[src/rtl/sprite_mover.sv]
// sprite_mover: moves a 5x5 sprite's top-left corner by one pixel per movement
// tick on a 160x120 playfield. The sprite waits in HOLD for HOLD_TICKS ticks
// after reset or respawn, then follows dir_in in RUN. Moves are clamped at the
// playfield edges. The previous position is kept for the erase logic.
module sprite_mover #(
  parameter int STEP_DIV   = 833333,
  parameter int HOLD_TICKS = 30,
  parameter int X_MAX      = 155,
  parameter int Y_MAX      = 115,
  parameter int X_INIT     = 76,
  parameter int Y_INIT     = 56
) (
  input  logic       clk,
  input  logic       reset,
  input  logic       enable,
  input  logic [2:0] dir_in,
  input  logic       respawn,
  input  logic [7:0] reset_x,
  input  logic [6:0] reset_y,
  output logic [7:0] x_out,
  output logic [6:0] y_out,
  output logic [7:0] x_prev,
  output logic [6:0] y_prev,
  output logic       step,
  output logic       blocked,
  output logic       spawning
);

  localparam int HW = (HOLD_TICKS > 1) ? $clog2(HOLD_TICKS) : 1;

  // One-hot codes. The other two encodings are illegal and fall back to HOLD.
  typedef enum logic [1:0] {
    S_HOLD = 2'b01,
    S_RUN  = 2'b10
  } state_t;

  state_t          r_state;
  state_t          w_state_next;
  logic [23:0]     r_div_cnt;
  logic [HW-1:0]   r_hold_cnt;
  logic [7:0]      r_x;
  logic [6:0]      r_y;
  logic [7:0]      r_x_prev;
  logic [6:0]      r_y_prev;
  logic            r_step;
  logic            r_blocked;

  logic            w_tick;
  logic            w_hold_done;
  logic            w_move;
  logic            w_wall;
  logic [7:0]      w_x_next;
  logic [6:0]      w_y_next;

  assign w_tick = enable && (r_div_cnt == 24'(STEP_DIV - 1));

  // State register. Respawn forces HOLD ahead of any tick on the same edge.
  always_ff @(posedge clk or posedge reset) begin
    // NOTE: sequential state uses non-blocking assignments, so every flop samples pre-edge values.
    if (reset)        r_state <= S_HOLD;
    else if (respawn) r_state <= S_HOLD;
    else              r_state <= w_state_next;
  end

  // Next state, and the move or wall decision for this tick.
  always_comb begin
    // NOTE: every output gets a default before the case, so no latch is inferred.
    w_state_next = r_state;
    w_hold_done  = 1'b0;
    w_move       = 1'b0;
    w_wall       = 1'b0;
    w_x_next     = r_x;
    w_y_next     = r_y;
    case (r_state)
      S_HOLD: begin
        if (w_tick && (r_hold_cnt == HW'(HOLD_TICKS - 1))) begin
          w_state_next = S_RUN;
          w_hold_done  = 1'b1;
        end
      end
      S_RUN: begin
        if (w_tick) begin
          case (dir_in)
            3'b000: if (r_x >= 8'(X_MAX)) w_wall = 1'b1;
                    else begin w_move = 1'b1; w_x_next = r_x + 8'd1; end
            3'b001: if (r_x == 8'd0) w_wall = 1'b1;
                    else begin w_move = 1'b1; w_x_next = r_x - 8'd1; end
            3'b010: if (r_y == 7'd0) w_wall = 1'b1;
                    else begin w_move = 1'b1; w_y_next = r_y - 7'd1; end
            3'b011: if (r_y >= 7'(Y_MAX)) w_wall = 1'b1;
                    else begin w_move = 1'b1; w_y_next = r_y + 7'd1; end
            default: ; // 1xx: no move, and blocked clears
          endcase
        end
      end
      default: w_state_next = S_HOLD;
    endcase
  end

  // Divider, hold counter, position and status registers.
  always_ff @(posedge clk or posedge reset) begin
    if (reset) begin
      r_div_cnt  <= '0;
      r_hold_cnt <= '0;
      r_x        <= 8'(X_INIT);
      r_y        <= 7'(Y_INIT);
      r_x_prev   <= 8'(X_INIT);
      r_y_prev   <= 7'(Y_INIT);
      r_step     <= 1'b0;
      r_blocked  <= 1'b0;
    end else if (respawn) begin
      r_div_cnt  <= '0;
      r_hold_cnt <= '0;
      r_x        <= reset_x;
      r_y        <= reset_y;
      r_x_prev   <= reset_x;
      r_y_prev   <= reset_y;
      r_step     <= 1'b0;
      r_blocked  <= 1'b0;
    end else begin
      r_step <= 1'b0;
      if (enable) r_div_cnt <= w_tick ? 24'd0 : r_div_cnt + 24'd1;
      if (r_state == S_HOLD && w_tick)
        r_hold_cnt <= w_hold_done ? '0 : r_hold_cnt + HW'(1);
      if (r_state == S_RUN && w_tick) begin
        r_blocked <= w_wall;
        if (w_move) begin
          r_x_prev <= r_x;
          r_y_prev <= r_y;
          r_x      <= w_x_next;
          r_y      <= w_y_next;
          r_step   <= 1'b1;
        end
      end
    end
  end

  assign x_out    = r_x;
  assign y_out    = r_y;
  assign x_prev   = r_x_prev;
  assign y_prev   = r_y_prev;
  assign step     = r_step;
  assign blocked  = r_blocked;
  assign spawning = (r_state != S_RUN);

endmodule

[config.mk]
export PLATFORM = sky130hd
export DESIGN_NAME = sprite_mover
export DESIGN_NICKNAME = d
export VERILOG_FILES = /design/src/rtl/sprite_mover.sv
export SDC_FILE = /design/constraint.sdc
export NUM_CORES = 1
export LEC_CHECK = 0
export ABC_AREA = 1
export BUFFER_PORTS_ARGS = -buffer_cell sky130_fd_sc_hd__buf_4
export CAP_MARGIN = 10
export CORE_MARGIN = 4
export CORE_UTILIZATION = 30
export CTS_CLUSTER_DIAMETER = 50
export DETAILED_ROUTE_END_ITERATION = 16
export GPL_TIMING_DRIVEN = 0
export PLACE_DENSITY_LB_ADDON = 0.12
export SETUP_SLACK_MARGIN = 0.3
export SYNTH_ARGS = -nofsm -noshare
export SYNTH_HDL_FRONTEND = slang
export SYNTH_SLANG_ARGS = --single-unit
[constraint.sdc]
create_clock -name clk -period 4.7 [get_ports clk]
set_clock_uncertainty 0.1 [all_clocks]
set_input_delay 0.94 -clock clk [delete_from_list [all_inputs] [get_ports clk]]
set_output_delay 0.94 -clock clk [all_outputs]
set_load 0.02 [all_outputs]
After elaboration in Yosys (flattened, before gate mapping)

Cells that the tools add are included.

Bits in registers: 63
Input port bits: 22
Output and inout port bits: 33
Word-level logic and storage cells: 102

Add/sub/neg operators: 6
$lt $le $gt $ge: 2
Equal/unequal tests: 14
Multiplexer cells: 52
Reduce and logical (&&, ||, !) cells: 19

Operator list:

| cell                                                                     | number |
|---|---|
| 8-bit two-way mux                                                        | 10 |
| 24-bit two-way mux                                                       | 3 |
| 7-bit two-way mux                                                        | 10 |
| 24-bit by 1-bit adder with 24-bit output (second input constant)         | 1 |
| 24-bit by 20-bit equality test with 1-bit output (second input constant) | 1 |
| 1-bit two-way mux                                                        | 19 |
| 8-bit one-hot mux with 2 select lines                                    | 1 |
| 5-bit two-way mux                                                        | 3 |
| 3-bit inequality test (second input constant)                            | 5 |
| 7-bit one-hot mux with 2 select lines                                    | 1 |
| 7-bit AND reduction                                                      | 2 |
| 2-bit nonzero test                                                       | 6 |
| 8-bit by 1-bit adder with 8-bit output (second input constant)           | 1 |
| 8-bit greater-or-equal comparator (second input constant)                | 1 |
| 8-bit logical NOT                                                        | 1 |
| 1-bit one-hot mux with 4 select lines                                    | 2 |
| 8-bit by 1-bit subtractor with 8-bit output (second input constant)      | 1 |
| 7-bit by 1-bit adder with 7-bit output (second input constant)           | 1 |
| 7-bit greater-or-equal comparator (second input constant)                | 1 |
| 7-bit logical NOT                                                        | 1 |
| 7-bit by 1-bit subtractor with 7-bit output (second input constant)      | 1 |
| 3-bit by 2-bit equality test with 1-bit output (second input constant)   | 2 |
| 3-bit nonzero test                                                       | 2 |
| 5-bit by 1-bit adder with 5-bit output (second input constant)           | 1 |
| other kinds (10)                                                         | 16 |

Logic depth before layout (Yosys ltp)

Depth in word-level cells: 8
Depth in mapped cells: 13
Depth with buffers taken out: 13

Worst setup path before layout

OpenSTA, ideal clock, no wires.

Path kind: in2reg
Start: input dir_in[2]
End: register r_y[4], in the netlist y_out[4]
Setup time: 0.076 ns
Data arrival time: 2.399 ns
Required time: 4.524 ns
Path slack: 2.125 ns
Stages on the path: 10
Buffers on the path: 0
Path through: inv_2 -> nand3_1 -> ha_1 -> a21oi_1 -> nand2_1 -> or2_2 -> nand3_1 -> nand2_1 -> nand2_1 -> nand2_1

Longest elaborated chain between the ends: 7

Ends and longest elaborated chain:

| what                                           | RTL line | source |
|---|---|---|
| start: declaration                             | 16       | `input logic [2:0] dir_in,` |
| 3-bit by 2-bit equality test with 1-bit output | 83       | `case (dir_in)` |
| 7-bit one-hot mux with 2 select lines          | 83       |  |
| 7-bit two-way mux                              | 82       | `if (w_tick) begin` |
| 7-bit two-way mux                              | 74       | `case (r_state)` |
| 7-bit two-way mux                              | 127      | `if (w_move) begin` |
| 7-bit two-way mux                              | 125      | `if (r_state == S_RUN && w_tick) begin` |
| 7-bit two-way mux                              | 111      | `end else if (respawn) begin` |
| end signal: assignment                         | 106      | `r_y <= 7'(Y_INIT);` |
| end signal: assignment                         | 115      | `r_y <= reset_y;` |
| end signal: assignment                         | 131      | `r_y <= w_y_next;` |
| end: declaration                               | 42       | `logic [6:0] r_y;` |

Several ways; a longest one is shown, not always the timed one. The select of a mux whose other input is x is not followed.
A chain may end at the register's enable or synchronous reset.

Worst setup path in the final report

Ends and elaborated chain as after synthesis.

==> results.md <==
- Post-DRT Antenna Nets: 0
- Share of layout cells above drive strength 1: 14.4%
- WL/cell: 14.4 um
- Crit end category: flip-flop
- Horiz. Die Dim: 129 um
- Status: finished, final reports clean
- Row count: 44
- Fmax: 0.368 GHz
- Num Clock Sinks: 63
- Final HPWL DP: 9.94 mm
- Crit-path leading delay family: simple AND/OR/NAND/NOR gates
- Clock insertion delay at the later pin of the skew report: 0.33 ns
- Final Util: 37.0%
- Die area: 0.0167 sq mm
- Number of global-route vias before repair: 4386
- Postcts setup bufs: 0
- Asr flop ratio synth: 100%
- Mapped Cells: 662
- Synth area leaders: dfrtp_1 28%, nand2_1 20%, nand3_1 8.5%
- Hold Crit Start: y_prev[3]$_DFFE_PP1P_
- Core area: 0.0145 sq mm
- Clock root cell: clkbuf_16
- Max VDD drop: 0.157 mV
- First-pass GRT wire length: 22.1 mm
- Final Hold Fails: 0
- Seq cells post-synth: 63
- NumNets Final: 764
- R2r setup slk: 2.51 ns
- Most frequent cells in the layout: 232 x nand2_1, 75 x nand3_1, 70 x inv_1, 67 x nor2_1, 53 x buf_4
- Vias per inst: 4.81
- CP Data Required Time: 4.86 ns
- Antenna violations before repair: 0
- Clk buf depth: 2
- Pwr dens: 337 mW/mm^2
- DRC Markers: 0
- GRT Total Usage: 16.7%
- Worst-path cell chain: buf_4 -> inv_2 -> nand3_1 -> ha_1 -> a21oi_1 -> nand2_1 -> or2_2 -> nand3_1 -> nand2_1 -> nand2_1 -> nand2_1
- Crit Reg-Reg Startpoint: r_div_cnt[0]$_DFFE_PP0P_
- Vias after detailed routing: 4393
- Syn. warnings: 0
- DP Area: 0.00503 sq mm
- Top cell type's share of synthesized area: 28.4%
- I/O Pins: 55
- Crit-path slowest cell: ha_1
- LEAKAGE: 2.71 nW
- Hold Path Class: flip-flop to flip-flop
- Die height: 129 um
- Cell taking the most area after synthesis: dfrtp_1
- Worst-Margin Slew: 0.804 ns
- Iter 0 DRT Violations: 294
- Setup Crit Path Kind: primary input to flip-flop
- Clock transition at path regs: 0.06 ns
- TritonCTS buffer count: 9
- Port Buf Inserts: 52
- Worst Hold End: y_prev[3]$_DFFE_PP1P_
- Max-slew violations: 0
- CP Launch Type: primary input
- Hold depth: 2
- Hold_ws: 0.383 ns
- Most common cell after layout, fill and taps aside: nand2_1
- # resized after CTS: 0
- Cell variety after synth: 39
- Setup_tns: 0 ns
- PnR Total Power: 1.81 mW
- RSZ-0062 raised after global routing: no
- CP most frequent cell: nand2_1
- Worst Path Buf+Inv: 2
- Final Setup Violations: 0
- R2R Path End: r_div_cnt[1]$_DFFE_PP0P_
- Crit path time final: 2.71 ns
- R2R cell count: 13
- Post-Syn Area: 0.00440 sq mm
- Post-synthesis sequential area ratio: 36.2%
- Max-cap violation count: 0
- Syn avg cell area: 6.65 sq um
- Post-route cell area: 0.00536 sq mm
- Initial core utilization: 30.4%
- Post-synth EDFFs: 0
- Largest net degree at the start of global routing: 64
- Worst Path Arrival: 2.88 ns
- CTS tree: yes
- Layout area overhead: 21.7%
- GP Congestion: 0.853
- Worst Path Max Fanout: 9
- CP max stage delay: 0.49 ns
- CTS H-tree lvls: 3
- Drt pass-1 iters: 5
- Global route overflow: 0
- Mapped Nets: 701
- CTS Hold Bufs: 0
- Final period utilization: 57.8%
- Slew HR: 46.4%
- Final WL: 13.1 mm
- Dominant synthesized flop cell: dfrtp_1
- # diodes: 0
[layer usage]
layer  vias to the layer above  share of wire, %  GRT usage (%)
li1                       2250                 -              -
met1                      2038                51           24.3
met2                        89                44           25.3
met3                        16               3.7           2.93
met4                         0               1.3           5.06
met5                         -                 0              0
[stage by stage]
stage | setup WS (ns) | cells
final | 1.99 | 914
after detailed placement | 1.63 | 898
after global routing | 1.73 | 914
after CTS | 1.99 | 914
after floorplan | 2.11 | 662
after global placement | 1.11 | 898
[cell usage after synthesis (2+ instances only)]
library cell  count
ha_1             15
buf_2             6
clkbuf_1          7
dfrtp_1          50
nand3_1          75
inv_1            71
xor2_1            7
nand2_4           2
nand2_1         232
clkinv_1          2
nor2_2            3
nor3_1           14
nand4_1          22
inv_2             2
dfstp_2          13
fa_1              2
a21oi_1          20
nand3_2           2
xnor2_1           5
o21ai_0          23
nor2_1           67
buf_1             2
nand2_2           4
[cell families after synthesis]
logic type               share of synthesized area (%)
AND/OR/NAND/NOR                                   42.0
buffers and inverters                             8.36
flip-flops                                        36.2
AO/OA/AOI/OAI                                     5.91
adder cells (fa/ha/maj)                           5.17
XOR/XNOR                                          2.39
[state kept, by name, summed over array words and instances, names as in the netlist]
signal      flops
r_div_cnt      24
x_out           8
x_prev          8
y_out           7
y_prev          7
r_hold_cnt      5
r_state         2
blocked         1
step            1
[worst max-delay path by stage]
stage	start	to	slack, ns	cells after the start
5_1_grt	dir_in[2]	y_out[4]$_DFFE_PP1P_	1.73	11
2_1_floorplan	reset	blocked$_DFFE_PP0P_	2.11	1
4_1_cts	dir_in[2]	y_out[4]$_DFFE_PP1P_	1.99	11
3_5_place_dp	dir_in[2]	y_out[4]$_DFFE_PP1P_	1.63	11
3_3_place_gp	reset	x_out[5]$_DFFE_PP0P_	1.11	2
6_report	dir_in[2]	y_out[4]$_DFFE_PP1P_	1.99	11
[area by class of cell]
| type | instances | area (sq um) |
|---|---|---|
| timing repair buffer | 52 | 390 |
| inverter | 75 | 284 |
| clock buffer | 11 | 253 |
| tap | 184 | 230 |
| clock inverter | 5 | 80.1 |
| fill | 1590 | 9120 |
| buffer | 17 | 86.3 |
| multi-input combinational | 507 | 2440 |
| sequential | 63 | 1590 |
[report_power, final]
| group | switching, mW | internal (mW) | leakage (nW) |
|---|---|---|---|
| Clock | 0.250 | 0.492 | 0.158 |
| Combinational | 0.255 | 0.160 | 1.75 |
| Sequential | 0.0556 | 0.596 | 0.805 |
| Total | 0.561 | 1.25 | 2.71 |
[tightest hold or removal path, cell delays in order (launching register included)]
cell and delay (ns):
dfstp_2 0.36, nand3_1 0.07, nand2_1 0.05
Note: power is estimated with default switching activity, not from simulation.
